<file path="config.mk">
export PLATFORM = sky130hd
export DESIGN_NAME = analyzer_sequencer
export DESIGN_NICKNAME = d
export VERILOG_FILES = /design/src/rtl/analyzer_sequencer.sv
export SDC_FILE = /design/constraint.sdc
export NUM_CORES = 1
export LEC_CHECK = 0
export ABC_AREA = 0
export CAP_MARGIN = 40
export CORE_MARGIN = 10
export CORE_UTILIZATION = 51
export CTS_BUF_LIST = sky130_fd_sc_hd__clkbuf_2
export DETAILED_ROUTE_END_ITERATION = 10
export PLACE_DENSITY = 0.85
export SYNTH_ARGS = -nofsm -noshare
export SYNTH_HDL_FRONTEND = slang
export SYNTH_SLANG_ARGS = --single-unit
</file>
<file path="constraint.sdc">
create_clock -name clock -period 2.9 [get_ports clock]
set_input_delay 0.58 -clock clock [delete_from_list [all_inputs] [get_ports clock]]
set_output_delay 0.58 -clock clock [all_outputs]
set_load 0.01 [all_outputs]
</file>
<file path="src/rtl/analyzer_sequencer.sv">
`default_nettype none
// ============================================================================
//  Module   : analyzer_sequencer
//  Purpose  : Front-end controller for the number_analyzer. Buffers incoming
//             numbers in a small FIFO, launches one analysis at a time
//             (number + one-cycle restart pulse), waits for the analyzer's
//             ready (with timeout) and presents the flags on a valid/ready
//             result port.
//  Ports    : clock/reset        - rising-edge clock, sync active-low reset
//             in_valid/in_ready/in_number     - input number stream
//             ana_number/ana_restart/ana_enable - drive to the analyzer
//             ana_ready/ana_is_odd/ana_is_fib/ana_is_pal - from the analyzer
//             out_valid/out_ready/out_number/out_flags/out_timeout - results
//             busy       - work in flight or queued
//             done_count - number of results handed off (wraps)
//  Revision : 1.0 - initial release
// ============================================================================
module analyzer_sequencer #(
    parameter int WIDTH   = 32,
    parameter int DEPTH   = 4,
    parameter int SETTLE  = 2,
    parameter int TIMEOUT = 1023
) (
    input  logic             clock,
    input  logic             reset,
    input  logic             in_valid,
    output logic             in_ready,
    input  logic [WIDTH-1:0] in_number,
    output logic [WIDTH-1:0] ana_number,
    output logic             ana_restart,
    output logic             ana_enable,
    input  logic             ana_ready,
    input  logic             ana_is_odd,
    input  logic             ana_is_fib,
    input  logic             ana_is_pal,
    output logic             out_valid,
    input  logic             out_ready,
    output logic [WIDTH-1:0] out_number,
    output logic [2:0]       out_flags,
    output logic             out_timeout,
    output logic             busy,
    output logic [15:0]      done_count
);

    localparam int AW         = (DEPTH > 1) ? $clog2(DEPTH) : 1;
    localparam int CNT_MAX    = (TIMEOUT > SETTLE) ? TIMEOUT : SETTLE;
    localparam int TW         = $clog2(CNT_MAX + 1);
    localparam logic [AW:0]   FULL_COUNT   = (AW + 1)'(DEPTH);
    localparam logic [TW-1:0] SETTLE_LAST  = TW'(SETTLE - 1);
    localparam logic [TW-1:0] TIMEOUT_LAST = TW'(TIMEOUT - 1);

    typedef enum logic [2:0] {
        S_IDLE   = 3'd0,
        S_LAUNCH = 3'd1,
        S_SETTLE = 3'd2,
        S_WAIT   = 3'd3,
        S_EMIT   = 3'd4
    } state_t;

    state_t            r_state;
    state_t            w_next_state;

    logic [WIDTH-1:0]  r_mem [DEPTH];
    logic [AW-1:0]     r_wr_ptr;
    logic [AW-1:0]     r_rd_ptr;
    logic [AW:0]       r_count;
    logic              w_push;
    logic              w_pop;

    logic [TW-1:0]     r_timer;
    logic              w_settle_done;
    logic              w_expired;

    logic [WIDTH-1:0]  r_ana_number;
    logic [WIDTH-1:0]  r_out_number;
    logic [2:0]        r_out_flags;
    logic              r_out_timeout;
    logic [15:0]       r_done_count;

    // ------------------------------------------------------------------
    // Input FIFO. Pointers wrap naturally because DEPTH is a power of two.
    // ------------------------------------------------------------------
    assign in_ready = (r_count != FULL_COUNT);
    assign w_push   = in_valid && in_ready;
    assign w_pop    = (r_state == S_LAUNCH);

    // Storage has no reset; validity is tracked by r_count alone.
    always_ff @(posedge clock) begin
        if (w_push) begin
            r_mem[r_wr_ptr] <= in_number;
        end
    end

    always_ff @(posedge clock) begin
        if (!reset) begin
            r_wr_ptr <= '0;
            r_rd_ptr <= '0;
            r_count  <= '0;
        end else begin
            if (w_push) begin
                r_wr_ptr <= r_wr_ptr + AW'(1);
            end
            if (w_pop) begin
                r_rd_ptr <= r_rd_ptr + AW'(1);
            end
            case ({w_push, w_pop})
                2'b10:   r_count <= r_count + (AW + 1)'(1);
                2'b01:   r_count <= r_count - (AW + 1)'(1);
                default: r_count <= r_count;
            endcase
        end
    end

    // ------------------------------------------------------------------
    // Sequencing FSM
    // ------------------------------------------------------------------
    assign w_settle_done = (r_timer == SETTLE_LAST);
    assign w_expired     = (r_timer == TIMEOUT_LAST);

    always_ff @(posedge clock) begin
        if (!reset) begin
            r_state <= S_IDLE;
        end else begin
            r_state <= w_next_state;
        end
    end

    always_comb begin
        w_next_state = r_state;
        case (r_state)
            S_IDLE:   if (r_count != '0) w_next_state = S_LAUNCH;
            S_LAUNCH: w_next_state = S_SETTLE;
            S_SETTLE: if (w_settle_done) w_next_state = S_WAIT;
            // A ready arriving on the expiry cycle is still a real result,
            // so both paths lead to EMIT and the capture below prefers ready.
            S_WAIT:   if (ana_ready || w_expired) w_next_state = S_EMIT;
            S_EMIT:   if (out_ready) w_next_state = S_IDLE;
            default:  w_next_state = S_IDLE;
        endcase
    end

    // Datapath: shared SETTLE/WAIT timer, analyzer number, result capture.
    always_ff @(posedge clock) begin
        if (!reset) begin
            r_timer       <= '0;
            r_ana_number  <= '0;
            r_out_number  <= '0;
            r_out_flags   <= '0;
            r_out_timeout <= 1'b0;
            r_done_count  <= '0;
        end else begin
            case (r_state)
                S_LAUNCH: begin
                    r_ana_number <= r_mem[r_rd_ptr];
                    r_timer      <= '0;
                end
                S_SETTLE: begin
                    r_timer <= w_settle_done ? '0 : r_timer + TW'(1);
                end
                S_WAIT: begin
                    if (ana_ready) begin
                        r_out_flags   <= {ana_is_pal, ana_is_fib, ana_is_odd};
                        r_out_timeout <= 1'b0;
                        r_out_number  <= r_ana_number;
                        r_timer       <= '0;
                    end else if (w_expired) begin
                        r_out_flags   <= '0;
                        r_out_timeout <= 1'b1;
                        r_out_number  <= r_ana_number;
                        r_timer       <= '0;
                    end else begin
                        r_timer <= r_timer + TW'(1);
                    end
                end
                S_EMIT: begin
                    if (out_ready) begin
                        r_done_count <= r_done_count + 16'd1;
                    end
                end
                default: begin
                    r_timer <= '0;
                end
            endcase
        end
    end

    assign ana_number  = r_ana_number;
    assign ana_restart = (r_state == S_LAUNCH);
    assign ana_enable  = (r_state == S_LAUNCH) || (r_state == S_SETTLE) ||
                         (r_state == S_WAIT);
    assign out_valid   = (r_state == S_EMIT);
    assign out_number  = r_out_number;
    assign out_flags   = r_out_flags;
    assign out_timeout = r_out_timeout;
    assign busy        = (r_state != S_IDLE) || (r_count != '0);
    assign done_count  = r_done_count;

endmodule
`default_nettype wire

</file>
Yosys cells after proc, flatten, opt, wreduce, memory -nomap -nowiden
Memories as Yosys holds them, arrays and structs flattened. A register that Yosys moved wholly into a read port is not among the register bits.
Index checks and enable logic that the tools add are counted.
{ "totals": {"inputBits": 40, "mem_count": 1, "reg_bits": 72, "mem_bits_rw": 128, "wordCells": 61} }
{ "mem_list": {"columns": ["name", "depth", "width", "rd", "rd_clocked_by_memory_dff", "wr", "line", "rtl"], "rows": [
  ["r_mem", 4, 32, 1, 1, 1, "63", "logic [WIDTH-1:0] r_mem [DEPTH];"]
]} }
{ "classes": {"addsub": 6, "n_mux": 18, "reduce_logical": 14, "n_eq_ne": 13} }
{ "op_table": {"columns": ["operator", "n"], "rows": [
  ["$mux 32", 2],
  ["$mux 10", 3],
  ["$pmux 10 s3", 1],
  ["$mux 3", 6],
  ["$add 16x1->16 const B", 1],
  ["$pmux 3 s5", 1],
  ["$add 10x1->10 const B", 1],
  ["$eq 10x1->1 const B", 1],
  ["$eq 10x10->1 const B", 1],
  ["$eq 3x2->1 const B", 2],
  ["$ne 2x2->1 const B", 3],
  ["$pmux 3 s2", 1],
  ["$reduce_bool 3->1", 2],
  ["$add 2x1->2 const B", 2],
  ["$logic_or 1x1->1", 4],
  ["$mux 1", 4],
  ["$reduce_and 2->1", 2],
  ["$reduce_and 4->1", 1],
  ["$reduce_bool 2->1", 2],
  ["$add 3x1->3 const B", 1],
  ["$eq 3x1->1 const B", 1],
  ["$eq 3x3->1 const B", 1],
  ["$logic_not 3->1", 1],
  ["$ne 3x3->1 const B", 1],
  ["6 further kinds", 6]
]} }

Depth between registers and ports, before layout
{ "logic_depth": {"depth_word": 4, "depth_mapped": 11, "ltp_nobuf": 9} }

Worst setup path after synthesis
Ideal clock, no wire load.
{ "synth_path": {"path_type": "register to register", "from": "register r_state[2]", "to": "register r_count[2]", "slack_ns": 0.192, "required_time_ns": 2.830, "period_less_slack_ns": 2.708, "stages_incl_launch_ff": 12, "arrival_ns": 2.637, "setup_time_ns": 0.070, "n_path_buf": 3, "path_cell_list": "dfxtp_1 -> clkbuf_1 -> or3b_2 -> clkbuf_1 -> clkinv_1 -> buf_2 -> ha_1 -> inv_1 -> fa_1 -> xor2_1 -> or3_1 -> a21oi_1"} }
{ "synth_between": {"elab_chain_len": 3} }
{ "synth_lines": {"columns": ["element", "line", "rtl"], "rows": [
  ["from (decl)", "60", "state_t r_state;"],
  ["from (signal assigned)", "124", "r_state <= w_next_state;"],
  ["$eq 3x1->1 *", null, null],
  ["named net ana_restart", "30", "output logic ana_restart,"],
  ["$eq 2x1->1 or $eq 2x2->1 (tied branches)", "106", "case ({w_push, w_pop})"],
  ["$pmux 3 s2 or $reduce_bool 2->1 (tied branches)", null, null],
  ["to (signal assigned)", "107", "2'b10: r_count <= r_count + (AW + 1)'(1);"],
  ["to (signal assigned)", "108", "2'b01: r_count <= r_count - (AW + 1)'(1);"],
  ["to (signal assigned)", "109", "default: r_count <= r_count;"],
  ["to (decl)", "66", "logic [AW:0] r_count;"]
]} }
Mark *: on every way through the listed nets, which the timed path passes. The rest lies on a longest branch.
A chain may end at the register's enable or synchronous reset.

Worst setup path after layout
{ "layout_path": {"from": "register r_state[1]", "to": "output busy"} }
{ "layout_between": {"elab_chain_len": 2} }
{ "layout_lines": {"columns": ["element", "line", "rtl"], "rows": [
  ["$reduce_bool 3->1", "195", "assign busy = (r_state != S_IDLE) || (r_count != '0);"],
  ["$logic_or 1x1->1", "195", null],
  ["to (decl)", "41", "output logic busy,"]
]} }
Every way passes these cells.

==> impl_metrics.py <==
metrics = {
    "yosys": {
        "synth-simple-area-share_pct": 11.2,
        "synth_top_flop_cell": "edfxtp_1",
        "ys_seq_elements": 232,
        "yosys_warnings": 0,
        "synth_top_family_by_area": "simple AND/OR/NAND/NOR gates",
        "postSynthCellCount": 708,
        "synth_edf_count": 128,
        "synth_area_per_cell_um2": 12.7,
        "synth_adder_area_share_pct": 1.48,
        "muxShareOfSynthArea_pct": 8.13,
        "synth_xor_area_share_pct": 1.56,
        "synth_compound_gate_area_share_pct": 8.85,
        "synthArstFlopShare_pct": 0,
        "yosys.cell_types.count": 50,
        "seq_area_frac_synth_pct": 65.9,
        "synth_area_um2": 8990,
        "syn-num-nets": 758,
    },
    "place": {
        "dp_cells": 1029,
        "place.gp.congestion": 0.808,
        "hpwl_mm": 13.6,
        "portBuffers": 128,
    },
    "routing": {
        "drtIter0Drc": 452,
        "drt_wl_total_mm": 21.7,
        "wire_per_inst_um": 19.1,
        "vias_per_cell": 5.51,
        "first_pass_iters": 6,
        "vias": 6245,
        "drtAntennaViolNets": 0,
        "drc": 0,
    },
    "final_layout": {
        "syn_to_final_growth_pct": 23.1,
        "most-common-layout-cells": "128 x edfxtp_1, 127 x clkdlybuf4s50_1, 99 x dfxtp_1, 86 x nand2_1, 86 x clkbuf_2",
        "multiInputGateArea_um2": 2830,
        "diodes": 0,
        "regArea_um2": 5930,
        "layout.nets": 912,
        "instances_no_fill": 1133,
        "final_common_cell": "edfxtp_1",
        "fillerInstances": 1311,
        "final_layout_size_suffix_gt1_share_pct": 17.4,
    },
    "power": {
        "power_leakage_nw": 3.68,
        "p_sw_w": 0.00220,
        "p_int_w": 0.00529,
        "p_per_area_nw_per_um2": 677,
        "combPwrFrac_pct": 19.3,
        "pwr-share-seq_pct": 53.2,
        "totalPowerFinal_w": 0.00749,
        "ir_worst_vdd_uv": 449,
        "pwr-share-clk_pct": 27.5,
        "switching_share_pct": 29.4,
    },
    "floorplanning": {
        "dieWidth_um": 153,
        "rows": 48,
        "dieArea_um2": 23300,
        "fp.coreArea_um2": 17300,
        "start_util_pct": 52.0,
        "die_h_um": 153,
        "io_pins": 129,
    },
    "global_routing": {
        "grt_util_met1_pct": 20.8,
        "grt_max_degree": 49,
        "overflow": 0,
        "grtUsageMet3_pct": 5.79,
        "grt_busiest_layer": "met2",
        "grt_first_pass_wirelength_mm": 34.4,
        "grt_pass1_vias": 6398,
        "gr-usage-all-layers_pct": 18.1,
        "antenna_found_initial": 0,
        "grtUsageMet2_pct": 30.9,
    },
    "timing": {
        "fin_worst_skew_ns": 0.0784,
        "rsz0062_at_grt": "no",
        "setup_viol": 0,
        "slew_headroom_pct": 40.0,
        "drv_slew": 0,
        "max_freq_mhz": 368,
        "worst_pin_slew_ns": 0.901,
        "period_minus_slack_ns": 2.72,
        "final-hold-violation-count": 0,
        "fin_crit_sh_pct": 93.8,
        "tns_ns": 0,
    },
    "clock_tree": {
        "post-cts-setup-buffers": 0,
        "cts_buffers": 56,
        "cts.htree.levels": 2,
        "cts_hold_buffers": 0,
        "root_buffer": "clkbuf_2",
        "tritoncts": "built",
        "cts_max_path_buffers": 3,
        "insertion_delay_ns": 0.84,
        "path_clk_slew_ns": 0.10,
        "cts_sinks": 232,
        "cts_resized": 3,
    },
    "setup_path": {
        "end_kind": "primary output",
        "crit_type": "reg -> out",
        "cp_slowest_cell": "clkdlybuf4s50_1",
        "worstPathCellList": "nor4_2 -> buf_4 -> nand2_1 -> clkdlybuf4s50_1",
        "slowest_delay_ns": 0.49,
        "startpoint_type": "register",
        "rrSetupSlack_ns": 0.45,
        "worstPathArrival_ns": 2.14,
        "crit_path_max_fanout": 10,
        "required_ns": 2.32,
    },
    "status": {
        "outcome": "complete, no violations",
    },
    "run": {
        "drv_cap": 0,
    },
    "min_path": {
        "hold_path_class": "in -> reg",
    },
}
flip-flops by register name, indices dropped and copies added, names as in the netlist:
signal and count:
done_count 16, out_timeout 1, ana_number 32, r_mem 128, r_timer 10, out_flags 3
out_number 32, r_state 3, r_count 3, r_rd_ptr 2, r_wr_ptr 2
path summary, 6_finish.rpt:
path | start | endpoint | cells after the start
worst max-delay path | r_state[1]$_SDFFE_PN0P_ | busy | 4
worst max register to register | r_count[0]$_SDFFE_PN0P_ | r_count[2]$_SDFFE_PN0P_ | 9
worst min-delay path | ana_is_odd | out_flags[0]$_SDFFE_PN0P_ | 3
worst min register to register | ana_number[1]$_SDFFE_PN0P_ | ana_number[1]$_SDFFE_PN0P_ | 2
stage by stage:
stage | setup slack, ns | util [%] | hold WS, ns | cell area, µm²
2_1_floorplan | 0.192 | - | 0.466 | 8990
3_3_place_gp | 0.346 | 60.9 | 0.449 | 10500
3_5_place_dp | 0.280 | 60.9 | 0.457 | 10500
4_1_cts | 0.0350 | 63.9 | 0.292 | 11100
5_1_grt | 0.00313 | 64.0 | 0.286 | 11100
6_report | 0.180 | 64.0 | 0.370 | 11100
cell usage after synthesis (3+ instances only):
library cell / number / area, µm²
a21oi_1: 81 / 405
a31oi_1: 4 / 25.0
and3_1: 6 / 37.5
and4_1: 3 / 26.3
buf_2: 9 / 45.0
clkbuf_1: 37 / 139
dfxtp_1: 104 / 2080
edfxtp_1: 128 / 3840
ha_1: 9 / 113
inv_1: 14 / 52.6
mux4_2: 32 / 721
nand2_1: 86 / 323
nand3_1: 42 / 210
nand4_1: 6 / 37.5
nor2_1: 27 / 101
nor3_1: 3 / 15.0
nor4_1: 8 / 50.1
o211ai_1: 3 / 22.5
o21a_1: 3 / 22.5
o21ai_0: 40 / 200
o22ai_1: 6 / 37.5
or3_1: 6 / 37.5
or4_1: 4 / 30.0
xnor2_1: 10 / 87.6
xor2_1: 6 / 52.6
final cells by class:
cell class                      count  share of cell area (%)
Clock buffer                       86                    3.89
Inverter                           15                   0.520
Sequential cell                   232                    53.6
Multi-Input combinational cell    412                    25.6
Timing Repair Buffer              145                    13.1
Clock inverter                     18                   0.747
Tap cell                          225                    2.54
critical path: cells and delay by family, from the launching register on:
family	cells	cell delay, ns
DFF	1	0.40
and+or+nand+nor	2	0.31
buffers and inverters	2	0.65
power groups by stage:
stage / Clock (W) / Sequential, W / Combinational (W)
after global placement: 0 / 0.00404 / 0.00143
after global routing: 0.00231 / 0.00402 / 0.00158
final: 0.00206 / 0.00398 / 0.00144
after detailed placement: 0 / 0.00405 / 0.00146
after floorplan: 0 / 0.00399 / 0.000873
after CTS: 0.00213 / 0.00398 / 0.00146
per-layer routing:
metal  wire length, µm  share of wire, %
met3              1650               7.6
met1              8580                40
met4               463               2.1
met5                 0                 0
met2             11000                51
cell families after synthesis:
logic type / Yosys count
compound gates: 147
xor+xnor: 16
fa+ha+maj: 10
buf+inv: 64
flops: 232
mux: 33
simple gates: 206
Power figures use the tool's default switching activity.
